==> src/rtl/fetch_sequencer_if.sv <==
// Instruction-memory bus between the fetch sequencer and a combinational
// 16-entry instruction memory holding pre-decoded R-type fields.
interface fetch_sequencer_if #(
    parameter int ADDR_W = 4
);
    logic [ADDR_W-1:0] memAddr;
    logic [4:0]        memRd;
    logic [4:0]        memRs;
    logic [4:0]        memRt;
    logic [4:0]        memSa;
    logic [5:0]        memFunc;

    // Sequencer side: drives the address, receives the fields.
    modport master (
        output memAddr,
        input  memRd, memRs, memRt, memSa, memFunc
    );

    // Memory side: decodes the address, returns the fields.
    modport slave (
        input  memAddr,
        output memRd, memRs, memRt, memSa, memFunc
    );
endinterface

==> src/rtl/fetch_sequencer.sv <==
// Fetch sequencer: owns the PC, walks the instruction memory and loads the
// IF/ID pipeline register, with start, stall, redirect/flush, halt and a
// saturating count of instructions latched since the last start.
module fetch_sequencer #(
    parameter int ADDR_W    = 4,
    parameter int LAST_ADDR = 15,
    parameter bit WRAP_EN   = 1'b0,
    parameter int CNT_W     = 8
) (
    input  logic                clk,
    input  logic                rst_n,
    input  logic                start,
    input  logic [ADDR_W-1:0]   startAddr,
    input  logic                stall,
    input  logic                redirect,
    input  logic [ADDR_W-1:0]   redirectAddr,
    fetch_sequencer_if.master   mem,
    output logic [4:0]          idRd,
    output logic [4:0]          idRs,
    output logic [4:0]          idRt,
    output logic [4:0]          idSa,
    output logic [5:0]          idFunc,
    output logic [ADDR_W-1:0]   idPc,
    output logic                idValid,
    output logic                busy,
    output logic                done,
    output logic [CNT_W-1:0]    fetchCount
);
    localparam logic [1:0] S_IDLE  = 2'd0;
    localparam logic [1:0] S_FETCH = 2'd1;
    localparam logic [1:0] S_HALT  = 2'd2;

    localparam logic [ADDR_W-1:0] LAST = ADDR_W'(LAST_ADDR);

    logic [1:0]        state;
    logic [1:0]        state_next;
    logic [ADDR_W-1:0] pc;
    logic              at_last;
    logic              advance;

    assign mem.memAddr = pc;
    assign at_last     = (pc == LAST);
    // An instruction is latched only in FETCH with neither redirect nor stall.
    assign advance     = (state == S_FETCH) && !redirect && !stall;

    // Next-state selection; busy/done are registered decodes of this value.
    always_comb begin
        state_next = state;
        case (state)
            S_IDLE:  if (start) state_next = S_FETCH;
            S_FETCH: if (advance && at_last && !WRAP_EN) state_next = S_HALT;
            S_HALT:  if (start) state_next = S_FETCH;
            default: state_next = S_IDLE;
        endcase
    end

    // State register with registered busy/done status flags.
    always_ff @(posedge clk) begin
        if (!rst_n) begin
            state <= S_IDLE;
            busy  <= 1'b0;
            done  <= 1'b0;
        end else begin
            state <= state_next;
            busy  <= (state_next == S_FETCH);
            done  <= (state_next == S_HALT);
        end
    end

    // PC, IF/ID register and fetch counter.
    always_ff @(posedge clk) begin
        if (!rst_n) begin
            pc         <= '0;
            idRd       <= '0;
            idRs       <= '0;
            idRt       <= '0;
            idSa       <= '0;
            idFunc     <= '0;
            idPc       <= '0;
            idValid    <= 1'b0;
            fetchCount <= '0;
        end else begin
            case (state)
                S_IDLE: begin
                    idValid <= 1'b0;
                    if (start) begin
                        pc         <= startAddr;
                        fetchCount <= '0;
                    end
                end
                S_FETCH: begin
                    if (redirect) begin
                        pc      <= redirectAddr;
                        idValid <= 1'b0;
                    end else if (!stall) begin
                        idRd    <= mem.memRd;
                        idRs    <= mem.memRs;
                        idRt    <= mem.memRt;
                        idSa    <= mem.memSa;
                        idFunc  <= mem.memFunc;
                        idPc    <= pc;
                        idValid <= 1'b1;
                        if (fetchCount != '1) begin
                            fetchCount <= fetchCount + CNT_W'(1);
                        end
                        if (!at_last) begin
                            pc <= pc + ADDR_W'(1);
                        end else if (WRAP_EN) begin
                            pc <= '0;
                        end
                    end
                end
                S_HALT: begin
                    if (start) begin
                        pc         <= startAddr;
                        fetchCount <= '0;
                        idValid    <= 1'b0;
                    end else if (!stall) begin
                        idValid <= 1'b0;
                    end
                end
                default: begin
                    idValid <= 1'b0;
                end
            endcase
        end
    end
endmodule

==> src/flat_wrapper.sv <==
// flat-port wrapper written by rule: the top's interface ports become plain ports
module fetch_sequencer_flat 
#(
    parameter int ADDR_W    = 4,
    parameter int LAST_ADDR = 15,
    parameter bit WRAP_EN   = 1'b0,
    parameter int CNT_W     = 8
)
  (clk, rst_n, start, startAddr, stall, redirect, redirectAddr, idRd, idRs, idRt, idSa, idFunc, idPc, idValid, busy, done, fetchCount, mem_memAddr, mem_memRd, mem_memRs, mem_memRt, mem_memSa, mem_memFunc);
  fetch_sequencer_if #(.ADDR_W(ADDR_W)) mem_i ();
  input  logic clk;
  input  logic rst_n;
  input  logic start;
  input  logic [ADDR_W-1:0] startAddr;
  input  logic stall;
  input  logic redirect;
  input  logic [ADDR_W-1:0] redirectAddr;
  output logic [4:0] idRd;
  output logic [4:0] idRs;
  output logic [4:0] idRt;
  output logic [4:0] idSa;
  output logic [5:0] idFunc;
  output logic [ADDR_W-1:0] idPc;
  output logic idValid;
  output logic busy;
  output logic done;
  output logic [CNT_W-1:0] fetchCount;
  output wire logic [$bits(mem_i.memAddr)-1:0] mem_memAddr;
  input wire logic [$bits(mem_i.memRd)-1:0] mem_memRd;
  input wire logic [$bits(mem_i.memRs)-1:0] mem_memRs;
  input wire logic [$bits(mem_i.memRt)-1:0] mem_memRt;
  input wire logic [$bits(mem_i.memSa)-1:0] mem_memSa;
  input wire logic [$bits(mem_i.memFunc)-1:0] mem_memFunc;
  assign mem_memAddr = mem_i.memAddr;
  assign mem_i.memRd = mem_memRd;
  assign mem_i.memRs = mem_memRs;
  assign mem_i.memRt = mem_memRt;
  assign mem_i.memSa = mem_memSa;
  assign mem_i.memFunc = mem_memFunc;
  fetch_sequencer #(.ADDR_W(ADDR_W), .LAST_ADDR(LAST_ADDR), .WRAP_EN(WRAP_EN), .CNT_W(CNT_W)) u_core (.clk(clk), .rst_n(rst_n), .start(start), .startAddr(startAddr), .stall(stall), .redirect(redirect), .redirectAddr(redirectAddr), .mem(mem_i), .idRd(idRd), .idRs(idRs), .idRt(idRt), .idSa(idSa), .idFunc(idFunc), .idPc(idPc), .idValid(idValid), .busy(busy), .done(done), .fetchCount(fetchCount));
endmodule
==> config.mk <==
export PLATFORM = sky130hd
export DESIGN_NAME = fetch_sequencer_flat
export DESIGN_NICKNAME = d
export VERILOG_FILES = /design/src/rtl/fetch_sequencer_if.sv /design/src/rtl/fetch_sequencer.sv /design/src/flat_wrapper.sv
export SDC_FILE = /design/constraint.sdc
export NUM_CORES = 1
export LEC_CHECK = 0
export ABC_AREA = 1
export ABC_CLOCK_PERIOD_IN_PS = 1150
export BUFFER_PORTS_ARGS = -buffer_cell sky130_fd_sc_hd__buf_2
export CAP_MARGIN = 25
export CORE_UTILIZATION = 35
export DETAILED_ROUTE_END_ITERATION = 10
export PLACE_DENSITY = 0.7
export SLEW_MARGIN = 15
export SYNTH_ARGS = -nofsm -noshare
export SYNTH_HDL_FRONTEND = slang
export SYNTH_SLANG_ARGS = --single-unit
export TNS_END_PERCENT = 5
==> constraint.sdc <==
create_clock -name clk -period 1.15 [get_ports clk]
set_input_delay 0.115 -clock clk [delete_from_list [all_inputs] [get_ports clk]]
set_output_delay 0.115 -clock clk [all_outputs]
set_load 0.01 [all_outputs]
Yosys cells after proc, flatten, opt, wreduce, memory -nomap -nowiden

Cells that the tools add are included.

Logic and storage cells: 59
Flip-flop bits (word level): 47
Input port bits: 39
Output and inout bits: 45

Reductions and logical operators: 12
Equal/unequal tests: 13
Add/sub/neg operators: 2
Bitwise operators: 2
Multiplexer cells: 18

Operators by type and width:

| cell                                                                   | count |
|---|---|
| 8-bit two-way mux                                                      | 4 |
| 4-bit two-way mux                                                      | 4 |
| 8-bit one-hot mux with 2 select lines                                  | 1 |
| 3-bit != test (second input constant)                                  | 3 |
| 8-bit by 1-bit adder with 8-bit output (second input constant)         | 1 |
| 8-bit != test (second input constant)                                  | 1 |
| 4-bit one-hot mux with 2 select lines                                  | 1 |
| 2-bit != test (second input constant)                                  | 3 |
| 5-bit AND reduction                                                    | 1 |
| 4-bit by 1-bit adder with 4-bit output (second input constant)         | 1 |
| 2-bit by 1-bit equality test with 1-bit output (second input constant) | 2 |
| 2-bit equality test (second input constant)                            | 2 |
| 4-bit equality test (second input constant)                            | 1 |
| 1-bit two-way mux                                                      | 4 |
| 2-bit two-way mux                                                      | 2 |
| 2-bit one-hot mux with 2 select lines                                  | 1 |
| 4-bit AND reduction                                                    | 1 |
| 1-bit logical AND                                                      | 3 |
| 3-bit AND reduction                                                    | 1 |
| 1-bit zero test                                                        | 2 |
| 2-bit zero test                                                        | 1 |
| 2-bit by 1-bit != test with 1-bit output (second input constant)       | 1 |
| 1-bit inverter                                                         | 2 |
| 1-bit one-hot mux with 2 select lines                                  | 1 |
| other kinds (3)                                                        | 3 |

Depth between registers and ports, before layout

Gate-level depths: netlist (run 1).

Word-level depth: 7
Gate-level depth with buffers: 9
Mapped depth without buffers: 9

Worst setup path before layout (run 1)

No wires, ideal clock.

Kind: flip-flop to flip-flop
Start: register u_core.fetchCount[0]
End: register u_core.fetchCount[5]
Cell stages (with the launch flop): 9
Library setup time: 112 ps
Data arrival time: 1252 ps
Data required time: 1038 ps
Setup slack: -213 ps
Buffers on the path: 0
Cells stage by stage: dfxtp_1 ha_1 nand2_1 nor2_1 nand3_1 nand3_4 nor2_1 nor2_1 nor2_1

Longest elaborated chain between the ends: 5
Elaborated cells between the ends (all ways): 8
Those cells by class: add/sub (1); eq/ne (2); mux (4); reduce/logical (1)

Ends and longest elaborated chain:

| item                                   | line                   | source |
|---|---|---|
| start: declaration                     | fetch_sequencer.sv:27  | `output logic [CNT_W-1:0] fetchCount` |
| start signal: assignment               | fetch_sequencer.sv:104 | `fetchCount <= fetchCount + CNT_W'(1);` |
| 8-bit by 1-bit adder with 8-bit output | fetch_sequencer.sv:104 |  |
| 8-bit two-way mux                      | fetch_sequencer.sv:103 | `if (fetchCount != '1) begin` |
| 8-bit two-way mux                      | fetch_sequencer.sv:95  | `end else if (!stall) begin` |
| 8-bit two-way mux                      | fetch_sequencer.sv:92  | `if (redirect) begin` |
| 8-bit one-hot mux with 2 select lines  | fetch_sequencer.sv:83  | `case (state)` |

Parallel ways exist; a longest one is shown, timed or not. The select of a mux whose other input is x is not followed.
A chain may end at the register's enable or synchronous reset.

Worst setup path in the final report (run 1)

Start: register u_core.state[1]
End: register u_core.idSa[0]

Longest elaborated chain between the ends: 2

Ends and longest elaborated chain:

| item                                           | line                  | source |
|---|---|---|
| start: declaration                             | fetch_sequencer.sv:35 | `logic [1:0] state;` |
| start signal: assignment                       | fetch_sequencer.sv:64 | `state <= state_next;` |
| 2-bit by 1-bit equality test with 1-bit output | fetch_sequencer.sv:83 |  |
| 3-bit AND reduction (no line)                  | n/a                   |  |
| end signal: assignment                         | fetch_sequencer.sv:99 | `idSa <= mem.memSa;` |
| end: declaration                               | fetch_sequencer.sv:21 | `output logic [4:0] idSa,` |

No other way between the ends.

==> results of run 1 <==
## logic make-up (layout without fill, tap and decap cells)
logic type	count (synthesis)	count (layout)
flip-flops	47	47
AO/OA/AOI/OAI	52	52
AND/OR/NAND/NOR	165	165
buffers and inverters	29	143
adder cells (fa/ha/maj)	2	2
## synth_stat cells, types with 2 or more instances
| master | count | area [sq um] |
|---|---|---|
| nor2_1 | 90 | 338 |
| dfxtp_1 | 47 | 941 |
| nor3b_1 | 2 | 15.0 |
| ha_1 | 2 | 25.0 |
| clkbuf_1 | 4 | 15.0 |
| nand3_1 | 16 | 80.1 |
| inv_1 | 12 | 45.0 |
| nor2_2 | 2 | 12.5 |
| inv_2 | 3 | 11.3 |
| buf_4 | 4 | 30.0 |
| buf_6 | 4 | 45.0 |
| nand2_1 | 46 | 173 |
| a21oi_1 | 12 | 60.1 |
| o21ai_0 | 35 | 175 |
| nor2_4 | 3 | 33.8 |
## power groups by stage
stage               sequential (mW)  combinational (mW)  clock, mW
floorplan                      1.83               0.282          0
global placement               1.78               0.606          0
detailed placement             1.78               0.612          0
CTS                            1.75               0.618       1.09
global route                   1.76               0.761       1.15
finish                         1.75               0.689       1.03
## state kept, by name (all words and copies together) (netlist names), 2 cells and up
register and count:
u_core.fetchCount 8, u_core.idFunc 6, u_core.idRd 5, u_core.idRs 5, u_core.idRt 5, u_core.idSa 5
u_core.idPc 4, u_core.mem.memAddr 4, u_core.state 2
## metal layers
layer  part of all wire  up-vias  wire length, microns  track usage
li1                   -     1176                     -            -
met1               0.46     1014                  2650        0.218
met2               0.46       89                  2670        0.313
met3              0.068        8                   390       0.0503
met4              0.011        0                    61       0.0600
met5                  0        -                     0            0
## area by class of cell
type,count,area (sq um)
inverters,16,67.6
clock inverters,1,5.00
flip-flops and latches,47,958
clock buffers,7,86.3
well taps,72,90.1
multi-input cells,219,1090
fillers,543,2590
repair buffers,119,753
## repair_timing
action                                  CTS  global route
cloned                                    0             2
pin swaps                                 2            13
setup buffers                             0             4
endpoints found under the setup margin   45            47
resized for setup                         3            38
## worst reg2reg max path, stage by stage, from the launching register on
cell and delay (ns):
dfxtp_2 0.33, inv_2 0.06, nand2_4 0.06, nor2_4 0.11
inv_2 0.06, nor2_4 0.13, buf_12 0.15, clkbuf_16 0.16
o21ai_0 0.07, nor2_1 0.10
## worst max path at each step
stage | end | slack [ns]
5_1_grt | u_core.idRd[2]$_SDFFE_PN0P_ | -0.18
6_report | u_core.idSa[0]$_SDFFE_PN0P_ | -0.13
3_5_place_dp | u_core.idRd[2]$_SDFFE_PN0P_ | -0.21
2_1_floorplan | u_core.idPc[0]$_SDFFE_PN0P_ | -0.04
3_3_place_gp | u_core.idSa[0]$_SDFFE_PN0P_ | -0.14
4_1_cts | u_core.idSa[2]$_SDFFE_PN0P_ | -0.12
==> summary.md, run 1 <==
| Metric | Value |
|---|---|
| Status | `finished, violations left` |
| Failing checks | `setup timing` |
| Buf/Inv on CP | `4` |
| Sequential fraction of the synthesis area | `0.446` |
| Clk buf depth | `2` |
| Setup crit end kind | `register` |
| Clk pwr share | `0.298` |
| Std cell rows | `27` |
| Least-Margin Pin Slew | `0.296 ns` |
| Routed WL | `about 5.8 mm` |
| Post-Place Setup Slack | `-0.214 ns` |
| DR WL/cell | `12.0 microns` |
| WHS Endpoint | `u_core.idSa[1]$_SDFFE_PN0P_` |
| Max Freq | `781 MHz` |
| Global-route wire length before repair | `between 9 and 10 mm` |
| Post-synth EDFFs | `0` |
| ANT nets after route | `0` |
| NetSw | `about 0.96 mW` |
| Final hold vios | `0` |
| Part of the cycle the worst path needs | `1.11` |
| Most frequent cells in the layout | `buf_2 (83), nor2_1 (78), nand2_1 (44), dfxtp_1 (41), buf_4 (31)` |
| Via Count | `between 2000 and 2500` |
| Number of global-route vias before repair | `2104` |
| Max-slew violations | `0` |
| Area after DPL | `around 2800 sq um` |
| Crit path cell chain | `inv_2 > nand2_4 > nor2_4 > inv_2 > nor2_4 > buf_12 > clkbuf_16 > o21ai_0 > nor2_1` |
| Slew headroom | `0.801` |
| Comb pwr share | `0.198` |
| Most common cell after layout, fill and taps aside | `buf_2` |
| Compound-cell area share of the yosys netlist | `0.133` |
| PortBufs | `slightly above 80` |
| Total global-route track usage | `0.182` |
| Ports | `84` |
| Synthesized area | `2110 sq um` |
| Sequential power share | `0.504` |
| Crit start category | `register` |
| Initial antenna violation count | `0` |
| Count of final setup violators | `between 40 and 50` |
| Inst Count DP | `between 400 and 500` |
| Clock root buffer master | `clkbuf_8` |
| Synth Warn # | `0` |
| Die span in y | `around 80 microns` |
| GRT overflow | `0` |
| Sw frac | `0.276` |
| Number of synthesized register bits | `between 40 and 50` |
| Post-synthesis simple-gate area fraction | `0.335` |
| Leak | `roughly 1.5 nW` |
| Multiplexer area fraction after synthesis | `0` |
| Reg-to-Reg Start | `u_core.state[1]$_SDFF_PN0_` |
| CTS tree | `built` |
| Worst EP required | `1.39 ns` |
| Crit. Startpoint | `u_core.state[1]$_SDFF_PN0_` |
| Syn_area_per_cell | `about 7.1 sq um` |
| ANT cells | `0` |
| Slowest stage delay, CP | `0.33 ns` |
| Post-synth ARST share | `0` |
| Vias per inst | `4.75` |
| Min-Delay Startpoint | `mem_memSa[1]` |
| Total Power | `around 3.5 mW` |
| Post-Synth Adder-Cell Area | `0.0119` |
| Syn_nets | `roughly 340` |
| Slowest cell on the critical path | `dfxtp_2` |
| Dominant combinational cell family by area after synthesis | `simple AND/OR/NAND/NOR gates` |
| Top delay family on crit path | `buffers and inverters` |
| PwrDens | `around 1100 nW/um^2` |
| Max Cap Viol | `0` |
| Fin cells | `481` |
| CTS Buf Count | `5` |
| Nets@finish | `~450` |
| Worst hold path type | `in2reg` |
| Clock tree sinks | `47` |
| Internal power | `around 2.5 mW` |
| DR pass1 iterations | `4` |
| Quantity of hold-fixing buffers added after cts | `0` |
| Die Wd | `between 70 and 80 microns` |
| Fin area | `3050 sq um` |
| Largest net degree at the start of global routing | `31` |
| R2r setup slk | `-0.13 ns` |
| H-tree levels | `2` |
| Worst skew pair latency | `slightly below 0.3 ns` |
| Distinct cells, synth | `28` |
| Xor/xnor share of the synthesized area | `0` |
| Dpl hpwl | `roughly 4.0 mm` |
| Clk_skew | `0.00724 ns` |
| Synth Flop Type | `dfxtp_1` |
| DIE AREA | `roughly 6300 sq um` |
| WP depth | `9` |
| GP Congestion | `0.839` |
| Initial DRC Count | `96` |
| RSZ-0062 raised after global routing | `true` |
| Tmin final | `between 1 and 1.5 ns` |
| CP Max Fanout | `10` |
| Placeable Area | `5640 sq um` |
| Worst R2R Path Depth | `9` |
| Remaining DRCs | `0` |
| Ratio of cells with drive above 1 in the final layout | `0.408` |
| Setup ws final | `-0.131 ns` |
| RR Endpoint | `u_core.idSa[0]$_SDFFE_PN0P_` |
| Hold slack final | `between 0.015 and 0.02 ns` |
| VDD IR max | `approximately 0.00077 V` |
| Worst Setup Path Type | `reg2reg` |
| Hold path depth | `3` |
| Initial Util | `0.374` |
| Final Util | `0.541` |
| Post-Syn Instances | `295` |
| Synth-to-layout area growth | `44.9%` |
| Setup TNS | `-3.76 ns` |
| Worst endpoint data arrival time | `1.52 ns` |
| Clk slew on worst S/H paths | `0.09 ns` |
(Power assumes the default switching activity.)
==> inputs of run 2 (changes only) <==
CORE_UTILIZATION = 43   (was 35)
PLACE_DENSITY = 0.82   (was 0.7)
SETUP_SLACK_MARGIN = 0.4   (was not set)
==> summary.md, run 2 (synthesized netlist as in run 1, its figures left out) <==
| Metric | Value |
|---|---|
| Worst skew pair latency | `around 0.30 ns` |
| Global-route wire length before repair | `roughly 9.4 mm` |
| Crit start category | `register` |
| PortBufs | `a little over 80` |
| GP Congestion | `around 0.84` |
| Largest net degree at the start of global routing | `31` |
| Quantity of hold-fixing buffers added after cts | `0` |
| ANT cells | `0` |
| Seq. cell area | `963 sq um` |
| Worst Setup Path Type | `reg2reg` |
| Worst EP required | `about 1.4 ns` |
| Initial antenna violation count | `0` |
| Total Power | `about 3.7 mW` |
| Total global-route track usage | `0.235` |
| Worst hold path type | `in2reg` |
| Worst endpoint data arrival time | `~1.5 ns` |
| Largest registers | `u_core.fetchCount x8, u_core.idFunc x6` |
| Part of the cycle the worst path needs | `1.10` |
| Initial DRC Count | `95` |
| Inst Count DP | `between 400 and 500` |
| DR pass1 iterations | `4` |
| Die Wd | `72.0 microns` |
| Placeable Area | `4720 sq um` |
| Ratio of cells with drive above 1 in the final layout | `0.444` |
| Synth-to-layout area growth | `53.8%` |
| Max-slew violations | `0` |
| Max Freq | `789 MHz` |
| Number of global-route vias before repair | `2114` |
| Slew headroom | `0.787` |
| Setup crit end kind | `register` |
| Area of the multi-input gates | `between 1000 and 1500 sq um` |
| Fin cells | `~480` |
| H-tree levels | `2` |
| Max Cap Viol | `0` |
| Leak | `1.58 nW` |
| Least-Margin Pin Slew | `around 0.32 ns` |
| CTS tree | `built` |
| Remaining DRCs | `0` |
| Setup TNS | `-3.53 ns` |
| Setup ws final | `-0.118 ns` |
| Most frequent cells in the layout | `nor2_1 (75), buf_2 (75), nand2_1 (41), dfxtp_1 (39), buf_4 (30)` |
| DIE AREA | `5190 sq um` |
| RSZ-0062 raised after global routing | `true` |
| Clk_skew | `between 0.005 and 0.006 ns` |
| Std cell rows | `25` |
| Dpl hpwl | `about 4.0 mm` |
| Initial Util | `0.446` |
| Clock tree sinks | `47` |
| Tmin final | `around 1.3 ns` |
| Ports | `84` |
| Final Util | `0.686` |
| Die span in y | `72.0 microns` |
| Hold slack final | `about 0.024 ns` |
| Nets@finish | `452` |
| Clock root buffer master | `clkbuf_8` |
| Fill cells | `~390` |
| GRT overflow | `0` |
| Status | `finished, violations left` |
| Most flop-heavy register | `u_core.fetchCount` |
| Failing checks | `setup timing` |
| Clk buf depth | `2` |
| Max reg flops | `8` |
| PwrDens | `1150 nW/um^2` |
| Final hold vios | `0` |
| Count of final setup violators | `47` |
| Routed WL | `6.06 mm` |
| VDD IR max | `0.000814 V` |
| Via Count | `approximately 2300` |
| CTS Buf Count | `5` |
| CP Max Fanout | `6` |
| Clk slew on worst S/H paths | `about 0.090 ns` |
| ANT nets after route | `0` |
| Vias per inst | `~4.9` |
| DR WL/cell | `roughly 13 microns` |
[run 2: layout make-up]
type,count,area share
Sequential cell,47,0.297
Inverter,16,0.0224
Multi-Input combinational cell,219,0.355
Clock inverter,1,0.00270
Timing Repair Buffer,122,0.264
Tap cell,67,0.0259
Clock buffer,7,0.0332
[run 2: path summary, 6_finish.rpt]
| check | startpoint | depth (start not counted) | endpoint | slack (ns) |
|---|---|---|---|---|
| setup / recovery | u_core.state[0]$_SDFF_PN0_ | 8 | u_core.idRt[2]$_SDFFE_PN0P_ | -0.12 |
| hold / removal | mem_memSa[3] | 3 | u_core.idSa[3]$_SDFFE_PN0P_ | 0.02 |
| setup reg to reg | u_core.state[0]$_SDFF_PN0_ | 8 | u_core.idRt[2]$_SDFFE_PN0P_ | -0.12 |
| hold reg to reg | u_core.idRt[4]$_SDFFE_PN0P_ | 2 | u_core.idRt[4]$_SDFFE_PN0P_ | 0.50 |
[run 2: power by group]
part	switching (mW)	leakage (nW)	total [mW]	internal (mW)
clock	0.581	0.0600	1.21	0.628
combinational	0.390	1.14	0.749	0.359
sequential	0.0498	0.388	1.75	1.70
total	1.02	1.58	3.71	2.69
[run 2: repair_timing]
item                       in CTS  in global routing
gates resized for setup        47                 28
setup endpoints to repair      92                 92
setup buffers                   5                  3
pin swaps                       3                  9
cloned                          1                  1
[run 2: metal layers]
layer  routed length [microns]  vias up  GRT usage
li1                          -     1176          -
met4                       126        0     0.0850
met3                       403       12     0.0611
met2                      2930      105      0.395
met1                      2600     1039      0.291
met5                         0        -          0
[run 2: critical path: stages (launching register included)]
cell	delay, ns
dfxtp_4	0.38
nand2_4	0.07
nor2_4	0.09
inv_2	0.06
nor2_4	0.13
buf_12	0.16
clkbuf_16	0.15
o21ai_0	0.07
nor2_1	0.10
[run 2: stage by stage]
stage | worst slack [ns] | cell area, sq um
after floorplan | -0.0367 | 2140
after global placement | -0.147 | 2770
after detailed placement | -0.221 | 2770
after CTS | -0.0997 | 3110
after global routing | -0.175 | 3240
final | -0.118 | 3240
